`src/rtl/tagged_register_file_pkg.sv`:
```
// Shared constants for the tagged register file: sizes, device numbers
// and the bit layout of a {ready, tag, value} operand.
package tagged_register_file_pkg;

  localparam int NREG_DEF   = 32;
  localparam int DATA_W_DEF = 32;
  localparam int TAG_W_DEF  = 3;
  localparam int ADDR_W     = 5;

  localparam logic [2:0] DEVICE_NONE  = 3'd0;
  localparam logic [2:0] DEVICE_ADDER = 3'd1;
  localparam logic [2:0] DEVICE_LOGIC = 3'd2;
  localparam logic [2:0] DEVICE_DM    = 3'd3;
  localparam logic [2:0] DEVICE_JMP   = 3'd7;

  localparam int OPND_READY    = 35;
  localparam int OPND_TAG_HI   = 34;
  localparam int OPND_TAG_LO   = 32;
  localparam int OPND_VALUE_HI = 31;
  localparam int OPND_VALUE_LO = 0;

endpackage

```
`src/rtl/tagged_register_file_entry.sv`:
```
// One architectural register with its Tomasulo status (ready, producer tag).
// Issue to this register beats a same-cycle retire: the older result is dead.
module reg_status_entry
  import tagged_register_file_pkg::*;
#(
  parameter int DATA_W = DATA_W_DEF,
  parameter int TAG_W  = TAG_W_DEF
) (
  input  logic              clk,
  input  logic              rst,
  input  logic              iss_hit,
  input  logic [TAG_W-1:0]  iss_device,
  input  logic              cdb_buzy,
  input  logic [TAG_W-1:0]  cdb_device,
  input  logic [DATA_W-1:0] cdb_value,
  output logic [DATA_W-1:0] value,
  output logic              ready,
  output logic [TAG_W-1:0]  tag
);

  logic [DATA_W-1:0] value_q, value_d;
  logic              ready_q, ready_d;
  logic [TAG_W-1:0]  tag_q, tag_d;
  logic              retire_hit;

  assign retire_hit = cdb_buzy && (cdb_device != {TAG_W{1'b0}}) &&
                      !ready_q && (tag_q == cdb_device);

  // Next-state: issue, else retire, else hold.
  always_comb begin
    value_d = value_q;
    ready_d = ready_q;
    tag_d   = tag_q;
    if (iss_hit) begin
      ready_d = 1'b0;
      tag_d   = iss_device;
    end else if (retire_hit) begin
      value_d = cdb_value;
      ready_d = 1'b1;
      tag_d   = {TAG_W{1'b0}};
    end else begin
      value_d = value_q;
    end
  end

  // Status and value registers.
  always_ff @(posedge clk or posedge rst) begin
    if (rst) begin
      value_q <= {DATA_W{1'b0}};
      ready_q <= 1'b1;
      tag_q   <= {TAG_W{1'b0}};
    end else begin
      value_q <= value_d;
      ready_q <= ready_d;
      tag_q   <= tag_d;
    end
  end

  assign value = value_q;
  assign ready = ready_q;
  assign tag   = tag_q;

endmodule

```
`src/rtl/tagged_register_file.sv`:
```
// Architectural register file with register-status tags, two forwarding
// read ports for issue, CDB snooping, a debug read port and a drain flag.
module tagged_register_file
  import tagged_register_file_pkg::*;
#(
  parameter int NREG   = NREG_DEF,
  parameter int DATA_W = DATA_W_DEF,
  parameter int TAG_W  = TAG_W_DEF
) (
  input  logic                    clk,
  input  logic                    rst,
  input  logic [ADDR_W-1:0]       rd_addr_a,
  input  logic [ADDR_W-1:0]       rd_addr_b,
  output logic [DATA_W+TAG_W:0]   rd_opnd_a,
  output logic [DATA_W+TAG_W:0]   rd_opnd_b,
  input  logic                    iss_valid,
  input  logic [ADDR_W-1:0]       iss_rd,
  input  logic [TAG_W-1:0]        iss_device,
  input  logic                    cdb_buzy,
  input  logic [TAG_W-1:0]        cdb_device,
  input  logic [DATA_W-1:0]       cdb_value,
  input  logic [ADDR_W-1:0]       dbg_addr,
  output logic [DATA_W-1:0]       dbg_value,
  output logic                    all_ready
);

  localparam int OPND_W = DATA_W + TAG_W + 1;

  logic [DATA_W-1:0] value_s [NREG];
  logic              ready_s [NREG];
  logic [TAG_W-1:0]  tag_s   [NREG];

  assign value_s[0] = {DATA_W{1'b0}};
  assign ready_s[0] = 1'b1;
  assign tag_s[0]   = {TAG_W{1'b0}};

  for (genvar i = 1; i < NREG; i++) begin : g_entry
    logic iss_hit_s;
    assign iss_hit_s = iss_valid && (iss_rd == i[ADDR_W-1:0]);

    reg_status_entry #(
      .DATA_W (DATA_W),
      .TAG_W  (TAG_W)
    ) u_entry (
      .clk        (clk),
      .rst        (rst),
      .iss_hit    (iss_hit_s),
      .iss_device (iss_device),
      .cdb_buzy   (cdb_buzy),
      .cdb_device (cdb_device),
      .cdb_value  (cdb_value),
      .value      (value_s[i]),
      .ready      (ready_s[i]),
      .tag        (tag_s[i])
    );
  end

  // Forward the live broadcast so stations latching at this edge see it.
  function automatic logic [OPND_W-1:0] read_port(
    input logic [ADDR_W-1:0] addr,
    input logic              ready,
    input logic [TAG_W-1:0]  tag,
    input logic [DATA_W-1:0] value,
    input logic              buzy,
    input logic [TAG_W-1:0]  dev,
    input logic [DATA_W-1:0] bus_value
  );
    logic [OPND_W-1:0] res;
    if (addr == {ADDR_W{1'b0}}) begin
      res = {1'b1, {TAG_W{1'b0}}, {DATA_W{1'b0}}};
    end else if (ready) begin
      res = {1'b1, {TAG_W{1'b0}}, value};
    end else if (buzy && (dev != {TAG_W{1'b0}}) && (dev == tag)) begin
      res = {1'b1, {TAG_W{1'b0}}, bus_value};
    end else begin
      res = {1'b0, tag, {DATA_W{1'b0}}};
    end
    return res;
  endfunction

  // Operand read ports.
  always_comb begin
    rd_opnd_a = read_port(rd_addr_a, ready_s[rd_addr_a], tag_s[rd_addr_a],
                          value_s[rd_addr_a], cdb_buzy, cdb_device, cdb_value);
    rd_opnd_b = read_port(rd_addr_b, ready_s[rd_addr_b], tag_s[rd_addr_b],
                          value_s[rd_addr_b], cdb_buzy, cdb_device, cdb_value);
  end

  // Drain flag from stored ready bits only.
  always_comb begin
    all_ready = 1'b1;
    for (int i = 0; i < NREG; i++) begin
      all_ready = all_ready & ready_s[i];
    end
  end

  assign dbg_value = value_s[dbg_addr];

endmodule

```
`config.mk`:
```
export PLATFORM = sky130hd
export DESIGN_NAME = tagged_register_file
export DESIGN_NICKNAME = d
export VERILOG_FILES = /design/src/rtl/tagged_register_file_pkg.sv /design/src/rtl/tagged_register_file_entry.sv /design/src/rtl/tagged_register_file.sv
export SDC_FILE = /design/constraint.sdc
export NUM_CORES = 2
export LEC_CHECK = 0
export BUFFER_PORTS_ARGS = -buffer_cell sky130_fd_sc_hd__buf_4
export CAP_MARGIN = 20
export CORE_MARGIN = 3
export CORE_UTILIZATION = 35
export DETAILED_ROUTE_END_ITERATION = 10
export PLACE_DENSITY = 0.48
export SYNTH_ARGS = -nofsm -noshare
export SYNTH_HDL_FRONTEND = slang
export SYNTH_SLANG_ARGS = --single-unit
export TNS_END_PERCENT = 100
```
`constraint.sdc`:
```
create_clock -name clk -period 94.5 [get_ports clk]
set_clock_uncertainty 0.15 [all_clocks]
set_input_delay 14.175 -clock clk [delete_from_list [all_inputs] [get_ports clk]]
set_output_delay 14.175 -clock clk [all_outputs]
set_load 0.01 [all_outputs]
```
==> impl_metrics.py <==
metrics = {
    "grt": {
        "grt_pass1_wl_mm": 370,
        "globalRouteTotalUtil": 0.256,
        "antenna_found_initial": 5,
        "grt_max_degree": 172,
        "overflow": 0,
        "grt_pass1_vias": 50500,
    },
    "setup_path": {
        "end_kind": "output pin",
        "cp.required_ps": 80170,
        "worstPathArrival_ps": 19050,
        "crit_type": "in -> out",
        "cp_max_fo": 118,
        "setup.worst_path.start_class": "primary input",
    },
    "layout": {
        "fin_util": 0.394,
        "drive_gt1_frac": 0.269,
        "fin_cells": 8309,
        "fin_nets": 5753,
        "synthToLayoutAreaGrowth_pct": 11.2,
        "final_cell_mix": "nand2_1 (1261), o21ai_0 (1090), dfrtp_1 (1085)",
        "antenna-diode-count": 0,
        "layout_commonest_cell": "nand2_1",
    },
    "clock_network": {
        "cts.path.max_buffers": 3,
        "cts_max_level": 4,
        "clk_pin_slew_ps": 50,
        "cts_made_buffers": 135,
        "cts_hold_buf": 0,
        "cts_num_sinks": 1116,
        "clk_latency_ps": 780,
        "cts_resized": 0,
        "clk_root_buffer_cell": "clkbuf_16",
        "cts_tree": "done",
        "post_cts_buffers": 0,
    },
    "placed_design": {
        "placedCellCount": 8059,
        "place.gp.congestion": 0.861,
        "dpl.hpwl_mm": 144,
        "numPortBuffers": 166,
        "pre_cts_ws_ps": 61090,
    },
    "synthesis": {
        "ys_types": 52,
        "synth_seq_cells": 1116,
        "synth-seq-area-share": 0.412,
        "mappedNetlistNets": 5955,
        "synth_top_family_by_area": "multiplexers",
        "synthMuxAreaShare": 0.335,
        "synth_edf_count": 0,
        "synth_xor_area_frac": 0.0124,
        "synth_warnings": 0,
        "synth_fa_ha_area_frac": 0,
        "synth_compound_area_frac": 0.110,
        "syn_area_um2": 67800,
        "syn_avg_cell_area_um2": 11.5,
        "synth-async-reset-ratio": 1.00,
        "syn_inst": 5893,
        "ys.flop_type": "dfrtp_1",
        "yosys.area_share.simple": 0.0900,
    },
    "drt": {
        "vias": 50200,
        "via_per_inst": 6.04,
        "drt_wl_total_mm": 253,
        "drc": 0,
        "first_pass_iters": 5,
        "drt-wirelength-per-cell_um": 30.5,
        "antenna_left": 0,
        "drt-initial-drc-count": 4247,
    },
    "power_and_ir_drop": {
        "p_leak_nw": 31.0,
        "power_density_nw_per_um2": 30.0,
        "power.total_mw": 2.26,
        "vdd_drop_max_uv": 20.6,
    },
    "floorplanning": {
        "floorplan.initialDensity": 0.354,
        "ios": 167,
        "fp.dieW_um": 446,
        "die_h_um": 446,
        "coreArea_um2": 191000,
        "rows": 160,
        "floorplan.die_area_um2": 199000,
    },
    "sta": {
        "rsz0062_at_grt": "no",
        "drv_slew": 0,
        "fmax_ghz": 0.0300,
        "fin_ws_ps": 61120,
        "final-hold-violation-count": 0,
        "fin_setup_tns_ps": 0,
        "layout_min_cycle_time_ps": 33380,
        "final-setup-viol-count": 0,
        "finalCritPeriodShare": 0.353,
        "slew_headroom": 0.206,
        "max_slew.worst_pin.slew_ps": 1190,
    },
    "job": {
        "cap_violations": 0,
    },
    "hold_path": {
        "min_path_type": "reg -> reg",
    },
    "outcome": {
        "status": "completed",
    },
}
-- state kept, by name (all words and copies together) (netlist names) --
signal                 cells
g_entry.u_entry.value    992
g_entry.u_entry.tag       93
g_entry.u_entry.ready     31
-- cell type report --
type,instances,area [um2]
tap,2511,3140
timing repair buffer,258,2170
fill,18400,116000
sequential,1116,28000
clock buffer,193,3830
inverter,38,150
multi-input combinational,4142,37400
clock inverter,51,727
-- per-stage QoR --
step                hold slack, ps  cell area (um2)
global route                   394            75400
finish                         364            75400
floorplan                      326            67800
CTS                            367            75300
detailed placement             355            70700
global placement               341            70700
-- critical path: stages --
cell and delay, ps:
buf_8 440, buf_12 590, buf_4 870, mux4_2 450
mux2i_1 160, a211oi_1 150, a21oi_4 200, buf_4 660
o21ai_4 90, buf_4 360, o32ai_1 400, buf_4 190
-- Yosys cell counts (all sizes together) (4+ instances only) --
cell type  number  share of area
nand2        1292          0.072
o21ai        1091          0.081
dfrtp        1085           0.40
mux4          877           0.29
clkbuf        391          0.022
buf           206          0.016
nor2          157         0.0087
mux2i         144          0.021
mux2          136          0.023
a22o           89          0.011
xnor2          66         0.0085
inv            38         0.0021
a31o           32         0.0041
o32ai          32         0.0042
dfstp          31          0.012
nor4           31         0.0029
xor2           30         0.0039
a21oi          29         0.0023
a22oi          27         0.0030
nand3          20         0.0015
nor2b          16         0.0015
nand4          12         0.0011
nand2b          9        0.00083
a222oi          7         0.0010
a221oi          5        0.00065
and2            5        0.00046
nor3            5        0.00054
a211oi          4        0.00052
-- routing by layer --
layer  track usage  share of wire
met1         0.343           0.42
met2         0.418           0.48
met3        0.0383          0.059
met4         0.102          0.045
met5             0              0
-- final timing paths --
path	from	end	slack, ps	cells past startpoint
worst min-delay path	g_entry[25].u_entry.value[7]	g_entry[25].u_entry.value[7]	360	2
worst max register to register	g_entry[6].u_entry.tag[0]	g_entry[6].u_entry.value[15]	91360	7
min in group asynchronous	rst	g_entry[31].u_entry.value[3]	13380	2
worst min register to register	g_entry[25].u_entry.value[7]	g_entry[25].u_entry.value[7]	360	2
max in group asynchronous	rst	g_entry[23].u_entry.value[21]	77650	5
worst max-delay path	rd_addr_b[1]	rd_opnd_b[27]	61120	12
-- logic make-up after synthesis --
kind of cell              Yosys count
AOI/OAI and AO/OA                1333
xor gates and xnor gates           96
buffers and inverters             635
DFF                              1116
muxes                            1157
and+or+nand+nor                  1556
-- report_power, final --
group	switching (mW)	internal, mW
Sequential	0.220	0.703
Combinational	0.352	0.447
Clock	0.223	0.320
Total	0.795	1.47
Power figures use the tool's default switching activity.
